**config.mk**
```make
export PLATFORM = sky130hd
export DESIGN_NAME = f1_reaction_timer
export DESIGN_NICKNAME = d
export VERILOG_FILES = /design/src/rtl/f1_reaction_timer.sv
export SDC_FILE = /design/constraint.sdc
export NUM_CORES = 1
export LEC_CHECK = 0
export CAP_MARGIN = 20
export CORE_MARGIN = 4
export CORE_UTILIZATION = 30
export CTS_CLUSTER_SIZE = 30
export DETAILED_ROUTE_END_ITERATION = 16
export PLACE_DENSITY = 0.53
export SLEW_MARGIN = 5
export SYNTH_ARGS = -nofsm -noshare
export SYNTH_HDL_FRONTEND = slang
export SYNTH_SLANG_ARGS = --single-unit
```
**constraint.sdc**
```tcl
create_clock -name clk -period 1.77 [get_ports clk]
set_clock_uncertainty 0.15 [all_clocks]
set_input_delay 0.2655 -clock clk [delete_from_list [all_inputs] [get_ports clk]]
set_output_delay 0.2655 -clock clk [all_outputs]
set_load 0.05 [all_outputs]
```
**src/rtl/f1_reaction_timer.sv**
```systemverilog
// F1 start-light reaction timer: measures ticks from lights-out to the button press
// and flags presses that arrive before lights-out as jump starts.
module f1_reaction_timer #(
  parameter int WIDTH = 8,
  parameter int CNT_W = 16
) (
  input  logic             clk,
  input  logic             rst,
  input  logic [WIDTH-1:0] lights,
  input  logic             trigger,
  input  logic             tick,
  output logic [CNT_W-1:0] time_out,
  output logic             valid,
  output logic             jump_start,
  output logic             busy
);

  localparam logic [2:0] S_IDLE   = 3'd0;
  localparam logic [2:0] S_ARMED  = 3'd1;
  localparam logic [2:0] S_FULL   = 3'd2;
  localparam logic [2:0] S_TIMING = 3'd3;
  localparam logic [2:0] S_DONE   = 3'd4;
  localparam logic [2:0] S_FAULT  = 3'd5;

  localparam logic [CNT_W-1:0] CNT_MAX = '1;

  logic [2:0]       state, nxt;
  logic             trig_prev;
  logic [CNT_W-1:0] count;
  logic             press, all_on, dark;
  logic [CNT_W-1:0] cnt_nxt;

  assign press  = trigger & ~trig_prev;
  assign all_on = &lights;
  assign dark   = (lights == '0);
  assign busy   = (state == S_TIMING);
  // Saturating tick count; also the value captured when press and tick coincide.
  assign cnt_nxt = (tick && count != CNT_MAX) ? count + 1'b1 : count;

  always_comb begin
    nxt = state;
    case (state)
      S_IDLE:   if (!dark) nxt = S_ARMED;
      S_ARMED:  if (press) nxt = S_FAULT;
                else if (all_on) nxt = S_FULL;
                else if (dark) nxt = S_IDLE;
      S_FULL:   if (press) nxt = S_FAULT;
                else if (dark) nxt = S_TIMING;
      S_TIMING: if (press) nxt = S_DONE;
                else if (!dark) nxt = S_ARMED;
      S_DONE:   if (!dark) nxt = S_ARMED;
      S_FAULT:  if (dark) nxt = S_IDLE;
      default:  nxt = S_IDLE;
    endcase
  end

  always_ff @(posedge clk or negedge rst) begin
    if (!rst) begin
      state      <= S_IDLE;
      trig_prev  <= 1'b0;
      count      <= '0;
      time_out   <= '0;
      valid      <= 1'b0;
      jump_start <= 1'b0;
    end else begin
      state     <= nxt;
      trig_prev <= trigger;
      case (state)
        S_IDLE: if (!dark) begin
          valid      <= 1'b0;
          jump_start <= 1'b0;
        end
        S_ARMED, S_FULL: begin
          if (press) begin
            jump_start <= 1'b1;
            time_out   <= '0;
            valid      <= 1'b0;
          end else if (state == S_FULL && dark) begin
            count <= '0;
          end
        end
        S_TIMING: begin
          if (press) begin
            time_out <= cnt_nxt;
            valid    <= 1'b1;
          end else if (!dark) begin
            // Lights came back before a press: attempt missed, previous time kept.
            valid      <= 1'b0;
            jump_start <= 1'b0;
          end else begin
            count <= cnt_nxt;
          end
        end
        S_DONE: if (!dark) valid <= 1'b0;
        default: ;
      endcase
    end
  end

endmodule

```
======== After elaboration in Yosys (flattened, before gate mapping) ========
Cells that the tools add are included.
operators by class
  add/sub/neg operators ................... 1
  equality and inequality tests ........... 13
  muxes and demuxes ....................... 25
  bitwise gates (word level) .............. 2
  reductions and logical operators ........ 14
operator list
  cell                                                                     number
  16-bit two-way mux                                                       7
  16-bit case mux with 2 select lines                                      2
  3-bit two-way mux                                                        7
  16-bit by 1-bit adder with 16-bit output, second input constant          1
  16-bit inequality test, second input constant                            1
  3-bit case mux with 5 select lines                                       1
  8-bit zero test                                                          1
  2-bit inequality test, second input constant                             4
  8-bit AND reduction                                                      1
  3-bit by 2-bit == test with 1-bit output, second input constant          2
  3-bit == test, second input constant                                     2
  1-bit two-way mux                                                        6
  1-bit case mux with 3 select lines                                       2
  3-bit AND reduction                                                      2
  3-bit nonzero test                                                       2
  5-bit AND reduction                                                      1
  2-bit by 1-bit inequality test with 1-bit output, second input constant  2
  2-bit OR reduction                                                       2
  3-bit by 1-bit == test with 1-bit output, second input constant          1
  3-bit zero test                                                          1
  3-bit inequality test, second input constant                             1
  1-bit logical AND                                                        2
  2-bit AND reduction                                                      1
  2-bit nonzero test                                                       1
  other kinds (2)                                                          2
storage, ports and cells
  register bits ........................... 38
  bits of input ports ..................... 12
  output and inout bits ................... 19
  logic and storage cells ................. 61

======== Logic depth before layout (Yosys ltp) ========
  depth after elaboration ................. 6
  depth in mapped cells ................... 7
  gate-level depth less buffers ........... 6

======== Least setup slack after synthesis ========
No wires, ideal clock.
  kind .................................... register to register
  start ................................... register state[2]
  end ..................................... register count[10]
  library setup time ...................... 0.082 ns
  arrival time ............................ 1.907 ns
  required time ........................... 1.538 ns
  path slack .............................. -0.369 ns
  cell stages (with the launch flop) ...... 7
  path buffers ............................ 2
  clock period less this slack ............ 2.139 ns
  path through ............................ dfrtp_1 > clkbuf_1 > or2_1 > inv_2 > clkbuf_1 > o21ai_0 > a31oi_1
between the ends
  elaborated cells on any way between the ends .. 12
  classes of those cells .................. eq/ne: 7; mux: 1; reduce/logical: 4
RTL lines
  what                                                                                             RTL line  RTL
  start, declared                                                                                  27        logic [2:0] state, nxt;
  start signal, assigned                                                                           66        state <= nxt;
  3-bit by 2-bit == test with 1-bit output (*)                                                     n/a
  net busy                                                                                         15        output logic busy
  2-bit by 1-bit inequality test with 1-bit output (no source line), or another cell as far along  n/a
  5-bit AND reduction (no source line)                                                             n/a
  end signal, assigned                                                                             91        count <= cnt_nxt;
  end, declared                                                                                    29        logic [CNT_W-1:0] count;
Mark *: on every way through the listed nets, which the timed path passes. The rest lies on a longest branch.
A chain may end at the register's enable or synchronous reset.

======== Final worst setup path ========
  start ................................... register count[4]
  end ..................................... register count[0]
between the ends
  cells in the longest elaborated chain, start to end .. 6
RTL lines
  what                                 RTL line  RTL
  16-bit inequality test               38        assign cnt_nxt = (tick && count != CNT_MAX) ? count + 1'b1 : count;
  1-bit logical AND                    38
  16-bit two-way mux                   38
  16-bit two-way mux                   86        end else if (!dark) begin
  16-bit two-way mux                   83        if (press) begin
  16-bit case mux with 2 select lines  68        case (state)
Every way passes these cells. The select of a mux whose other input is x is not followed.

==> impl_metrics.json <==
{
  "initial_utilization_pct": 30.6,
  "finalHoldViolCount": 0,
  "final.setup.tns_ns": -0.146,
  "grt_antenna_before_repair": 0,
  "drive_gt1_share_pct": 39.8,
  "drt_iter0_markers": 52,
  "vdd.ir_drop.worst_mv": 0.312,
  "yosys.cell_types.count": 56,
  "cts_tree": "built",
  "crit_fanout": 4,
  "finalPower_mw": 1.78,
  "cap_viol_max_count": 0,
  "synth-adder-area-share_pct": 0.566,
  "crit_arrival_ns": 1.85,
  "globalRouteOverflowTotal": 0,
  "ys_ff_latch": 38,
  "antenna_cells_inserted": 0,
  "gp_congestion": 0.805,
  "cts-htree-levels": 2,
  "cpPeakStageDelay_ns": 0.42,
  "cts.sinks": 38,
  "first_global_vias": 2039,
  "postSynthCellCount": 233,
  "detailed_place.area_mm2": 0.00297,
  "count_of_pins_on_the_block_boundary": 31,
  "detailedRoute.firstPassIterationCount": 4,
  "floorplan.die.width_um": 93.8,
  "worst-setup-path-type": "flip-flop to flip-flop",
  "post-dp-hpwl_um": 4250,
  "die_outline_area_mm2": 0.00880,
  "async_reset_ff_share_pct": 100,
  "yosysWarningCount": 0,
  "grt_setup_unrepaired": "yes",
  "yosys.area_share.xor_xnor_pct": 5.95,
  "number_of_nets_with_antenna_violations_after_detailed_routing": 0,
  "p_leak_nw": 1.43,
  "grt_pass1_wl_um": 10100,
  "cp_top_family": "simple AND/OR/NAND/NOR gates",
  "drv_slew": 0,
  "post_drt_via_cell_ratio": 4.96,
  "status": "finished with violations",
  "yosys-mux-area-fraction_pct": 0.963,
  "ys_seq_area_share_pct": 43.0,
  "min_period_over_period_pct": 103,
  "synthFlopType": "sky130_fd_sc_hd__dfrtp_1",
  "power_density_mw_per_mm2": 545,
  "max_clock_freq_mhz": 550,
  "post_synth.cell_area_avg_um2": 9.48,
  "period_needed_ns": 1.82,
  "cp_num_buf_inv": 0,
  "finish.net_count": 339,
  "worstSetupEndpointType": "flip-flop",
  "largest_net_degree_at_the_start_of_global_routing": 39,
  "global_route.usage.total_pct": 14.7,
  "die-height_um": 93.8,
  "crit_chain": "nand4_4 -> or3_4 -> o21a_4 -> and2_4 -> mux2_2",
  "synth.net_count": 246,
  "clk_path_buf_depth": 2,
  "cts_buffers": 5,
  "final-setup-viol-count": 6,
  "standard_cell_row_count": 31,
  "post_synth_and_or_nand_nor_area_fraction_pct": 23.8,
  "worstSetupStartpointType": "flip-flop",
  "numPortBuffers": 30,
  "routed-via-count": 2112,
  "fp.coreArea_mm2": 0.00721,
  "cp_slowest_cell": "sky130_fd_sc_hd__or3_4",
  "synth_largest_type_area_fraction_pct": 43.0,
  "synthDominantAreaCellType": "sky130_fd_sc_hd__dfrtp_1",
  "synth-edff-count": 0,
  "violations_in_the_final_reports": "negative setup slack",
  "synth_compound_area_share_pct": 22.0,
  "synthesis.area_mm2": 0.00221,
  "synth_top_family_by_area": "simple AND/OR/NAND/NOR gates",
  "detail_route.wirelength_um": 6180,
  "wire_per_inst_um": 14.5,
  "top_cells_by_area_in_the_synthesized_netlist": "sky130_fd_sc_hd__dfrtp_1 (43%), sky130_fd_sc_hd__nand2_1 (4.6%), sky130_fd_sc_hd__xnor2_1 (4.0%)",
  "postLayoutCellArea_mm2": 0.00326,
  "required_time_at_the_endpoint_of_the_critical_path_ns": 1.81,
  "cts.clk_slew.worst_paths_ns": 0.08,
  "cts-root-buf": "sky130_fd_sc_hd__clkbuf_8",
  "min_path_type": "flip-flop to flip-flop",
  "drc": 0,
  "transition_time_at_the_pin_with_the_least_slew_margin_ns": 0.513,
  "relSlewSlack_pct": 65.8,
  "insertion_delay_ns": 0.30,
  "setup_slack_ns": -0.0486,
  "area_added_between_synthesis_and_finish_pct": 47.6
}
cells in the final DEF (no fill, tap or decap), types with 3 or more instances in the layout:
master	count
sky130_fd_sc_hd__a21oi_1	11
sky130_fd_sc_hd__a31oi_1	9
sky130_fd_sc_hd__and2_1	3
sky130_fd_sc_hd__and3_1	3
sky130_fd_sc_hd__and3_4	3
sky130_fd_sc_hd__buf_4	78
sky130_fd_sc_hd__buf_6	3
sky130_fd_sc_hd__clkbuf_2	4
sky130_fd_sc_hd__clkbuf_8	6
sky130_fd_sc_hd__dfrtp_1	38
sky130_fd_sc_hd__inv_1	6
sky130_fd_sc_hd__nand2_1	27
sky130_fd_sc_hd__nand2b_1	3
sky130_fd_sc_hd__nand3_1	6
sky130_fd_sc_hd__nand4_1	4
sky130_fd_sc_hd__nor2_1	3
sky130_fd_sc_hd__nor3_1	4
sky130_fd_sc_hd__o211ai_1	3
sky130_fd_sc_hd__o21ai_0	11
sky130_fd_sc_hd__o21ai_1	10
sky130_fd_sc_hd__o31ai_1	11
sky130_fd_sc_hd__or3_1	4
sky130_fd_sc_hd__xnor2_1	9
sky130_fd_sc_hd__xor2_1	5
Yosys cell counts, types with 5 or more instances:
| cell | count |
|---|---|
| sky130_fd_sc_hd__nand3_1 | 6 |
| sky130_fd_sc_hd__nor2_1 | 5 |
| sky130_fd_sc_hd__nand2_1 | 27 |
| sky130_fd_sc_hd__and3_1 | 6 |
| sky130_fd_sc_hd__a31oi_1 | 10 |
| sky130_fd_sc_hd__inv_1 | 6 |
| sky130_fd_sc_hd__clkbuf_1 | 7 |
| sky130_fd_sc_hd__o31ai_1 | 11 |
| sky130_fd_sc_hd__o21ai_1 | 9 |
| sky130_fd_sc_hd__xor2_1 | 5 |
| sky130_fd_sc_hd__o21ai_0 | 13 |
| sky130_fd_sc_hd__xnor2_1 | 10 |
| sky130_fd_sc_hd__a21oi_1 | 11 |
| sky130_fd_sc_hd__dfrtp_1 | 38 |
registers in the layout, summed over array words and instances (netlist names):
| register | count |
|---|---|
| count | 16 |
| jump_start | 1 |
| state | 3 |
| time_out | 16 |
| trig_prev | 1 |
| valid | 1 |
stage by stage:
step | instances | util [%] | hold WS, ns | setup slack, ns
after detailed placement | 407 | 41.2 | 0.213 | -0.557
after global routing | 426 | 45.2 | 0.367 | -0.148
after CTS | 422 | 44.0 | 0.338 | -0.0692
after global placement | 407 | 41.2 | 0.217 | -0.547
after floorplan | 233 | - | -0.180 | -0.110
final | 426 | 45.2 | 0.332 | -0.0486
layout make-up:
| type | count | area (µm²) |
|---|---|---|
| clock buffer | 7 | 86.3 |
| clock inverter | 1 | 5.00 |
| fill | 732 | 3950 |
| inverter | 7 | 28.8 |
| multi-input combinational | 178 | 1290 |
| sequential | 38 | 951 |
| tap | 99 | 124 |
| timing repair buffer | 96 | 772 |
worst reg2reg max path: cells and delay by family (launching register included):
kind             cells  cell delay (ns)
AO/OA/AOI/OAI        1             0.23
multiplexers         1             0.25
AND/OR/NAND/NOR      3             0.68
flip-flops           1             0.41
power by group:
part,total [mW],internal [mW],switching (mW)
Clock,0.654,0.315,0.338
Sequential,0.895,0.882,0.0132
Combinational,0.228,0.101,0.127
logic make-up (layout without fill, tap and decap cells):
kind of cell,count (synthesis),count (layout)
flops,38,38
fa+ha+maj,1,1
simple gates,85,86
xor+xnor,15,15
compound gates,74,74
buf+inv,18,111
mux,2,2
final timing paths:
check	endpoint	slack [ns]	start	cells past startpoint
worst max-delay path	count[0]$_DFFE_PN0P_	-0.05	count[4]$_DFFE_PN0P_	5
worst min-delay path	time_out[4]$_DFFE_PN0P_	0.33	time_out[4]$_DFFE_PN0P_	2
worst max register to register	count[0]$_DFFE_PN0P_	-0.05	count[4]$_DFFE_PN0P_	5
worst min register to register	time_out[4]$_DFFE_PN0P_	0.33	time_out[4]$_DFFE_PN0P_	2
max in group asynchronous	time_out[10]$_DFFE_PN0P_	0.70	rst	3
min in group asynchronous	time_out[5]$_DFFE_PN0P_	0.41	rst	3
routing by layer:
layer | up-vias | global-route usage, % | routed length (µm)
li1 | 1054 | - | -
met1 | 1015 | 19.6 | 2910
met2 | 31 | 23.7 | 2960
met3 | 12 | 2.48 | 176
met4 | 0 | 5.78 | 130
met5 | - | 0 | 0
what timing repair did:
| item | 4_1_cts | 5_1_grt |
|---|---|---|
| hold buffers | 1 | 0 |
| pin swaps | 15 | 13 |
| endpoints found under the setup margin | 26 | 33 |
| cloned | 1 | 1 |
| setup buffers | 6 | 3 |
| gates resized for setup | 22 | 26 |
| endpoints found under the hold margin | 38 | 0 |
Power figures use the tool's default switching activity.
